**src/rtl/ntt_arb_pkg.sv**
```systemverilog
// rtl/ntt_arb_pkg.sv - shared types and defaults for the NTT job arbiter
package ntt_arb_pkg;

  typedef enum logic [2:0] {
    IDLE,
    ARB,
    START,
    RUN,
    RELEASE
  } arb_state_t;

  typedef enum logic {
    NTT  = 1'b0,
    INTT = 1'b1
  } ntt_mode_t;

  localparam int DEF_WDOG_CYCLES = 4096;

endpackage

```
**src/rtl/ntt_job_arbiter_if.sv**
```systemverilog
// rtl/ntt_job_arbiter_if.sv - requester and engine signals of the NTT job arbiter
interface ntt_job_arbiter_if #(
  parameter int NUM_REQ = 4,
  parameter int SEL_W   = $clog2(NUM_REQ)
) ();

  logic [NUM_REQ-1:0] req;
  logic [NUM_REQ-1:0] req_mode;
  logic [NUM_REQ-1:0] gnt;
  logic [NUM_REQ-1:0] done_out;
  logic               timeout_out;
  logic               eng_enable;
  logic               eng_mode;
  logic [SEL_W-1:0]   eng_sel;
  logic               eng_abort;
  logic               eng_done;

  modport master (
    input  req, req_mode, eng_done,
    output gnt, done_out, timeout_out, eng_enable, eng_mode, eng_sel, eng_abort
  );

  modport slave (
    output req, req_mode, eng_done,
    input  gnt, done_out, timeout_out, eng_enable, eng_mode, eng_sel, eng_abort
  );

endinterface

```
**src/rtl/ntt_job_arbiter_rr_picker.sv**
```systemverilog
// rtl/ntt_job_arbiter_rr_picker.sv - combinational round-robin winner search
module rr_picker
  import ntt_arb_pkg::*;
#(
  parameter int NUM_REQ = 4,
  parameter int SEL_W   = $clog2(NUM_REQ)
) (
  input  logic [NUM_REQ-1:0] req,
  input  logic [SEL_W-1:0]   rr_ptr,
  output logic [SEL_W-1:0]   winner,
  output logic               any_req
);

  int               idx;
  logic [SEL_W-1:0] idx_b;

  // Walk offsets from farthest to nearest so the nearest set bit at or
  // after rr_ptr is the one left standing.
  always_comb begin
    winner  = '0;
    any_req = |req;
    idx     = 0;
    idx_b   = '0;
    for (int k = NUM_REQ - 1; k >= 0; k--) begin
      idx   = (int'(rr_ptr) + k) % NUM_REQ;
      idx_b = SEL_W'(idx);
      if (req[idx_b]) begin
        winner = idx_b;
      end
    end
  end

endmodule

```
**src/rtl/ntt_job_arbiter.sv**
```systemverilog
// rtl/ntt_job_arbiter.sv - round-robin owner of one NTT engine; watchdog under NTT_ARB_WATCHDOG_EN
module ntt_job_arbiter
  import ntt_arb_pkg::*;
#(
  parameter int NUM_REQ     = 4,
  parameter int SEL_W       = $clog2(NUM_REQ),
  parameter int WDOG_CYCLES = DEF_WDOG_CYCLES
) (
  input  logic              clk,
  input  logic              rst_n,
  ntt_job_arbiter_if.master bus,
  output logic              busy,
  output logic              proto_err
);

  arb_state_t       state;
  arb_state_t       state_nxt;
  logic [SEL_W-1:0] rr_ptr;
  logic [SEL_W-1:0] winner;
  logic [SEL_W-1:0] sel_nxt;
  logic             mode_nxt;
  logic             any_req;
  logic             expire;
  logic             owns_nxt;

  function automatic logic [NUM_REQ-1:0] onehot(input logic [SEL_W-1:0] i);
    onehot = {{(NUM_REQ-1){1'b0}}, 1'b1} << i;
  endfunction

  rr_picker #(
    .NUM_REQ (NUM_REQ),
    .SEL_W   (SEL_W)
  ) u_picker (
    .req     (bus.req),
    .rr_ptr  (rr_ptr),
    .winner  (winner),
    .any_req (any_req)
  );

`ifdef NTT_ARB_WATCHDOG_EN
  localparam int WDOG_W = (WDOG_CYCLES > 2) ? $clog2(WDOG_CYCLES) : 1;

  logic [WDOG_W-1:0] wdog_cnt;

  // A done arriving on the expiry cycle takes precedence over the abort.
  assign expire = (state == RUN) && !bus.eng_done &&
                  (wdog_cnt == WDOG_W'(WDOG_CYCLES - 1));

  always_ff @(posedge clk) begin
    if (!rst_n) begin
      wdog_cnt        <= '0;
      bus.eng_abort   <= 1'b0;
      bus.timeout_out <= 1'b0;
    end else begin
      if (state == START) begin
        wdog_cnt <= '0;
      end else if (state == RUN) begin
        wdog_cnt <= wdog_cnt + WDOG_W'(1);
      end
      bus.eng_abort   <= expire;
      bus.timeout_out <= expire;
    end
  end
`else
  assign expire          = 1'b0;
  assign bus.eng_abort   = 1'b0;
  assign bus.timeout_out = 1'b0;
`endif

  always_comb begin
    state_nxt = state;
    sel_nxt   = bus.eng_sel;
    mode_nxt  = bus.eng_mode;
    case (state)
      IDLE: begin
        if (|bus.req) begin
          state_nxt = ARB;
        end
      end
      ARB: begin
        if (any_req) begin
          state_nxt = START;
          sel_nxt   = winner;
          mode_nxt  = bus.req_mode[winner];
        end else begin
          state_nxt = IDLE;
        end
      end
      START: begin
        state_nxt = RUN;
      end
      RUN: begin
        if (bus.eng_done || expire) begin
          state_nxt = RELEASE;
        end
      end
      RELEASE: begin
        state_nxt = IDLE;
      end
      default: begin
        state_nxt = IDLE;
      end
    endcase
  end

  assign owns_nxt = (state_nxt == START) || (state_nxt == RUN) || (state_nxt == RELEASE);

  // Outputs are registered from the next state so they line up with it.
  always_ff @(posedge clk) begin
    if (!rst_n) begin
      state          <= IDLE;
      rr_ptr         <= '0;
      bus.gnt        <= '0;
      bus.done_out   <= '0;
      bus.eng_enable <= 1'b0;
      bus.eng_mode   <= 1'b0;
      bus.eng_sel    <= '0;
      busy           <= 1'b0;
      proto_err      <= 1'b0;
    end else begin
      state          <= state_nxt;
      bus.eng_sel    <= sel_nxt;
      bus.eng_mode   <= mode_nxt;
      bus.eng_enable <= (state_nxt == START);
      bus.gnt        <= owns_nxt ? onehot(sel_nxt) : '0;
      bus.done_out   <= (state_nxt == RELEASE) ? onehot(sel_nxt) : '0;
      busy           <= (state_nxt != IDLE);
      if (bus.eng_done && (state != RUN)) begin
        proto_err <= 1'b1;
      end
      if ((state == RUN) && (state_nxt == RELEASE)) begin
        rr_ptr <= (bus.eng_sel == SEL_W'(NUM_REQ - 1)) ? '0 : bus.eng_sel + SEL_W'(1);
      end
    end
  end

endmodule

```
**src/flat_wrapper.sv**
```systemverilog
// flat-port wrapper written by rule: the top's interface ports become plain ports
module ntt_job_arbiter_flat import ntt_arb_pkg::*;
#(
  parameter int NUM_REQ     = 4,
  parameter int SEL_W       = $clog2(NUM_REQ),
  parameter int WDOG_CYCLES = DEF_WDOG_CYCLES
)
  (clk, rst_n, busy, proto_err, bus_req, bus_req_mode, bus_eng_done, bus_gnt, bus_done_out, bus_timeout_out, bus_eng_enable, bus_eng_mode, bus_eng_sel, bus_eng_abort);
  ntt_job_arbiter_if #(.NUM_REQ(NUM_REQ), .SEL_W(SEL_W)) bus_i ();
  input  logic clk;
  input  logic rst_n;
  output logic busy;
  output logic proto_err;
  input wire logic [$bits(bus_i.req)-1:0] bus_req;
  input wire logic [$bits(bus_i.req_mode)-1:0] bus_req_mode;
  input wire logic [$bits(bus_i.eng_done)-1:0] bus_eng_done;
  output wire logic [$bits(bus_i.gnt)-1:0] bus_gnt;
  output wire logic [$bits(bus_i.done_out)-1:0] bus_done_out;
  output wire logic [$bits(bus_i.timeout_out)-1:0] bus_timeout_out;
  output wire logic [$bits(bus_i.eng_enable)-1:0] bus_eng_enable;
  output wire logic [$bits(bus_i.eng_mode)-1:0] bus_eng_mode;
  output wire logic [$bits(bus_i.eng_sel)-1:0] bus_eng_sel;
  output wire logic [$bits(bus_i.eng_abort)-1:0] bus_eng_abort;
  assign bus_i.req = bus_req;
  assign bus_i.req_mode = bus_req_mode;
  assign bus_i.eng_done = bus_eng_done;
  assign bus_gnt = bus_i.gnt;
  assign bus_done_out = bus_i.done_out;
  assign bus_timeout_out = bus_i.timeout_out;
  assign bus_eng_enable = bus_i.eng_enable;
  assign bus_eng_mode = bus_i.eng_mode;
  assign bus_eng_sel = bus_i.eng_sel;
  assign bus_eng_abort = bus_i.eng_abort;
  ntt_job_arbiter #(.NUM_REQ(NUM_REQ), .SEL_W(SEL_W), .WDOG_CYCLES(WDOG_CYCLES)) u_core (.clk(clk), .rst_n(rst_n), .bus(bus_i), .busy(busy), .proto_err(proto_err));
endmodule
```
**config.mk**
```make
export PLATFORM = sky130hd
export DESIGN_NAME = ntt_job_arbiter_flat
export DESIGN_NICKNAME = d
export VERILOG_FILES = /design/src/rtl/ntt_arb_pkg.sv /design/src/rtl/ntt_job_arbiter_if.sv /design/src/rtl/ntt_job_arbiter_rr_picker.sv /design/src/rtl/ntt_job_arbiter.sv /design/src/flat_wrapper.sv
export SDC_FILE = /design/constraint.sdc
export NUM_CORES = 1
export LEC_CHECK = 0
export ABC_AREA = 0
export ABC_CLOCK_PERIOD_IN_PS = 2100
export CAP_MARGIN = 20
export CORE_UTILIZATION = 44
export CTS_CLUSTER_DIAMETER = 60
export DETAILED_ROUTE_END_ITERATION = 10
export PLACE_DENSITY = 0.85
export SLEW_MARGIN = 25
export SYNTH_ARGS = -nofsm -noshare
export SYNTH_HDL_FRONTEND = slang
export SYNTH_SLANG_ARGS = --single-unit
```
**constraint.sdc**
```tcl
create_clock -name clk -period 2.1 [get_ports clk]
set_input_delay 0.525 -clock clk [delete_from_list [all_inputs] [get_ports clk]]
set_output_delay 0.525 -clock clk [all_outputs]
set_load 0.03 [all_outputs]
```
==> impl_metrics.ini <==
[routing]
wire_per_inst_um = 12.1
vias_per_cell = 4.94
vias = 736
drt_iter0_drc = 20
wl_um = 1800
drt_first_pass_iters = 4
ant_nets = 0
drc = 0

[logic_synthesis]
yosysWarnings = 0
post_synth_num_cell_types = 29
synth_area_leaders = dfxtp_1 (46%), nor2_1 (5.9%), mux2i_1 (4.8%), nor2b_1 (3.8%), a41oi_4 (3.3%)
syn_area_um2 = 826
synthCells = 89
avgSynthCellArea_um2 = 9.28
yosysSeqAreaShare = 0.461
synth_top_area_cell = dfxtp_1
ys_ff_latch = 19
synth_top_area_frac = 0.461

[floorplan]
die_y_um = 45.3
die_area_um2 = 2050
io-pin-count = 27
start_util = 0.473
core-area_um2 = 1750
fp.dieW_um = 45.3
num_rows = 15

[layout]
fin_area_um2 = 1180
synthToLayoutAreaGrowth_pct = 42.6
layout_common_cells = clkdlybuf4s50_1 (24), dfxtp_1 (19), nor2_1 (13)
nNetsFinal = 137
diodes = 0
drive_gt1_frac = 0.153
fill_cells = 147
mostFrequentLayoutCell = clkdlybuf4s50_1
fin_cells = 149

[placement]
dpl_worst_slack_ns = -0.212
place.gp.congestion = 0.818
dp_hpwl_um = 1400
placed_area_um2 = 1150
port_buffers = 24
dp_cells = 145

[power]
ir_worst_vdd_uv = 469
leakagePower_nw = 0.494
p_per_area_nw_per_um2 = 636
p_sw_mw = 0.214
pwr-share-comb = 0.233
seq_power_share = 0.521
switching_share = 0.285
p_int_mw = 0.535
clockPowerShare = 0.245

[clock_network]
post_cts_buffers = 0
root_buffer = clkbuf_4
cts_tree = built
cts_max_path_buffers = 2
clk_latency_ns = 0.30
clock-sinks = 19
numCtsBuffers = 3
cts-resized-gates = 0
hold_buffers = 0
h-tree-depth = 1
clk_pin_slew_ns = 0.11

[timing]
setup_slack_ns = 0.0988
slew_violations = 0
finalSetupViolations = 0
finalCritPeriodShare = 0.953
max_freq_mhz = 500
setup_tns_ns = 0
hold_viol_final = 0
rsz0062_at_grt = false
whs_ns = 0.487
final.setup_skew_ns = 0.0100
post-route-min-period_ns = 2.00

[setup_path]
critical_path.max_stage_delay_ns = 0.57
critical_path_arrival_ns = 2.24
end_kind = register
path_cells = clkdlybuf4s50_1 > or4_4 > and3_4 > mux2_4 > nor3_2
cp_slowest_cell = or4_4
critPathLaunchType = primary input
path_max_fanout = 4
critPathKind = primary input to register
cp_data_required_time_ns = 2.34

[grt]
grt_first_pass_wirelength_um = 2810
gr-usage-all-layers = 0.197
overflow = 0
first_global_vias = 697
grt_max_degree = 12
antenna_found_initial = 0

[run]
drv_cap = 0

[min_path]
hold_path_class = register to register

[run_status]
status = finished clean
[sequential cells by signal, summed over array words and instances, names as in the netlist]
| register | cells |
|---|---|
| u_core.busy | 1 |
| u_core.bus.gnt | 4 |
| u_core.bus.done_out | 4 |
| u_core.state | 3 |
| u_core.bus.eng_mode | 1 |
| u_core.rr_ptr | 2 |
| u_core.bus.eng_enable | 1 |
| u_core.bus.eng_sel | 2 |
| u_core.proto_err | 1 |
[Yosys cell counts, drive strengths merged]
master  count
a21o        1
a21oi       4
a31oi       1
a32o        1
a41oi       1
and2b       1
and3        1
buf         2
clkbuf      1
conb        1
dfxtp      19
ha          1
inv         6
mux2        1
mux2i       4
nand2       7
nand2b      4
nand3       4
nand4       1
nor2       13
nor2b       5
nor3        3
o21ai       2
o221ai      1
o22a        2
o32a        1
or4         1
[stage by stage]
step | total power, mW | utilization
floorplan | 0.500 | -
global placement | 0.570 | 0.659
detailed placement | 0.574 | 0.659
CTS | 0.755 | 0.675
global route | 0.788 | 0.675
finish | 0.749 | 0.675
[power by group through the flow]
| stage | Clock [mW] | Sequential, mW | Combinational [mW] |
|---|---|---|---|
| finish | 0.184 | 0.390 | 0.175 |
| global route | 0.206 | 0.393 | 0.189 |
| CTS | 0.188 | 0.390 | 0.176 |
| detailed placement | 0 | 0.399 | 0.175 |
| global placement | 0 | 0.399 | 0.172 |
| floorplan | 0 | 0.418 | 0.0824 |
[worst max-delay path, delay by kind of cell]
kind | cells | cell delay (ns)
buffers and inverters | 1 | 0.43
AND/OR/NAND/NOR | 3 | 0.97
multiplexers | 1 | 0.31
[metal layers]
layer  global-route usage  up-vias  wire, µm
met5                    0        -         0
met4                0.109        0        59
met3               0.0600        6        97
met2                0.316       24       886
met1                0.232      337       757
li1                     -      369         -
[cell type report]
type	instances	area [µm²]	share of cell area
Clock buffer	3	22.5	0.0191
Clock inverter	1	5.00	0.00425
Inverter	6	22.5	0.0191
Multi-Input combinational cell	62	408	0.346
Sequential cell	19	380	0.323
Tap cell	25	31.3	0.0266
Timing Repair Buffer	33	308	0.261
[cell families after synthesis]
family                   Yosys count  share of synthesized area
adder cells (fa/ha/maj)            1                     0.0151
other                              1                    0.00454
AND/OR/NAND/NOR                   40                      0.261
AO/OA/AOI/OAI                     14                      0.142
flip-flops                        19                      0.461
buffers and inverters              9                     0.0500
multiplexers                       5                     0.0667
[path summary, 6_finish.rpt]
| path | depth (start not counted) | to | slack, ns | from |
|---|---|---|---|---|
| setup reg to reg | 4 | u_core.bus.done_out[1] | 0.63 | u_core.rr_ptr[1] |
| hold reg to reg | 2 | u_core.proto_err | 0.49 | u_core.proto_err |
| setup / recovery | 5 | u_core.bus.done_out[1] | 0.1 | bus_req[1] |
| hold / removal | 2 | u_core.proto_err | 0.49 | u_core.proto_err |
(Power assumes the default switching activity.)
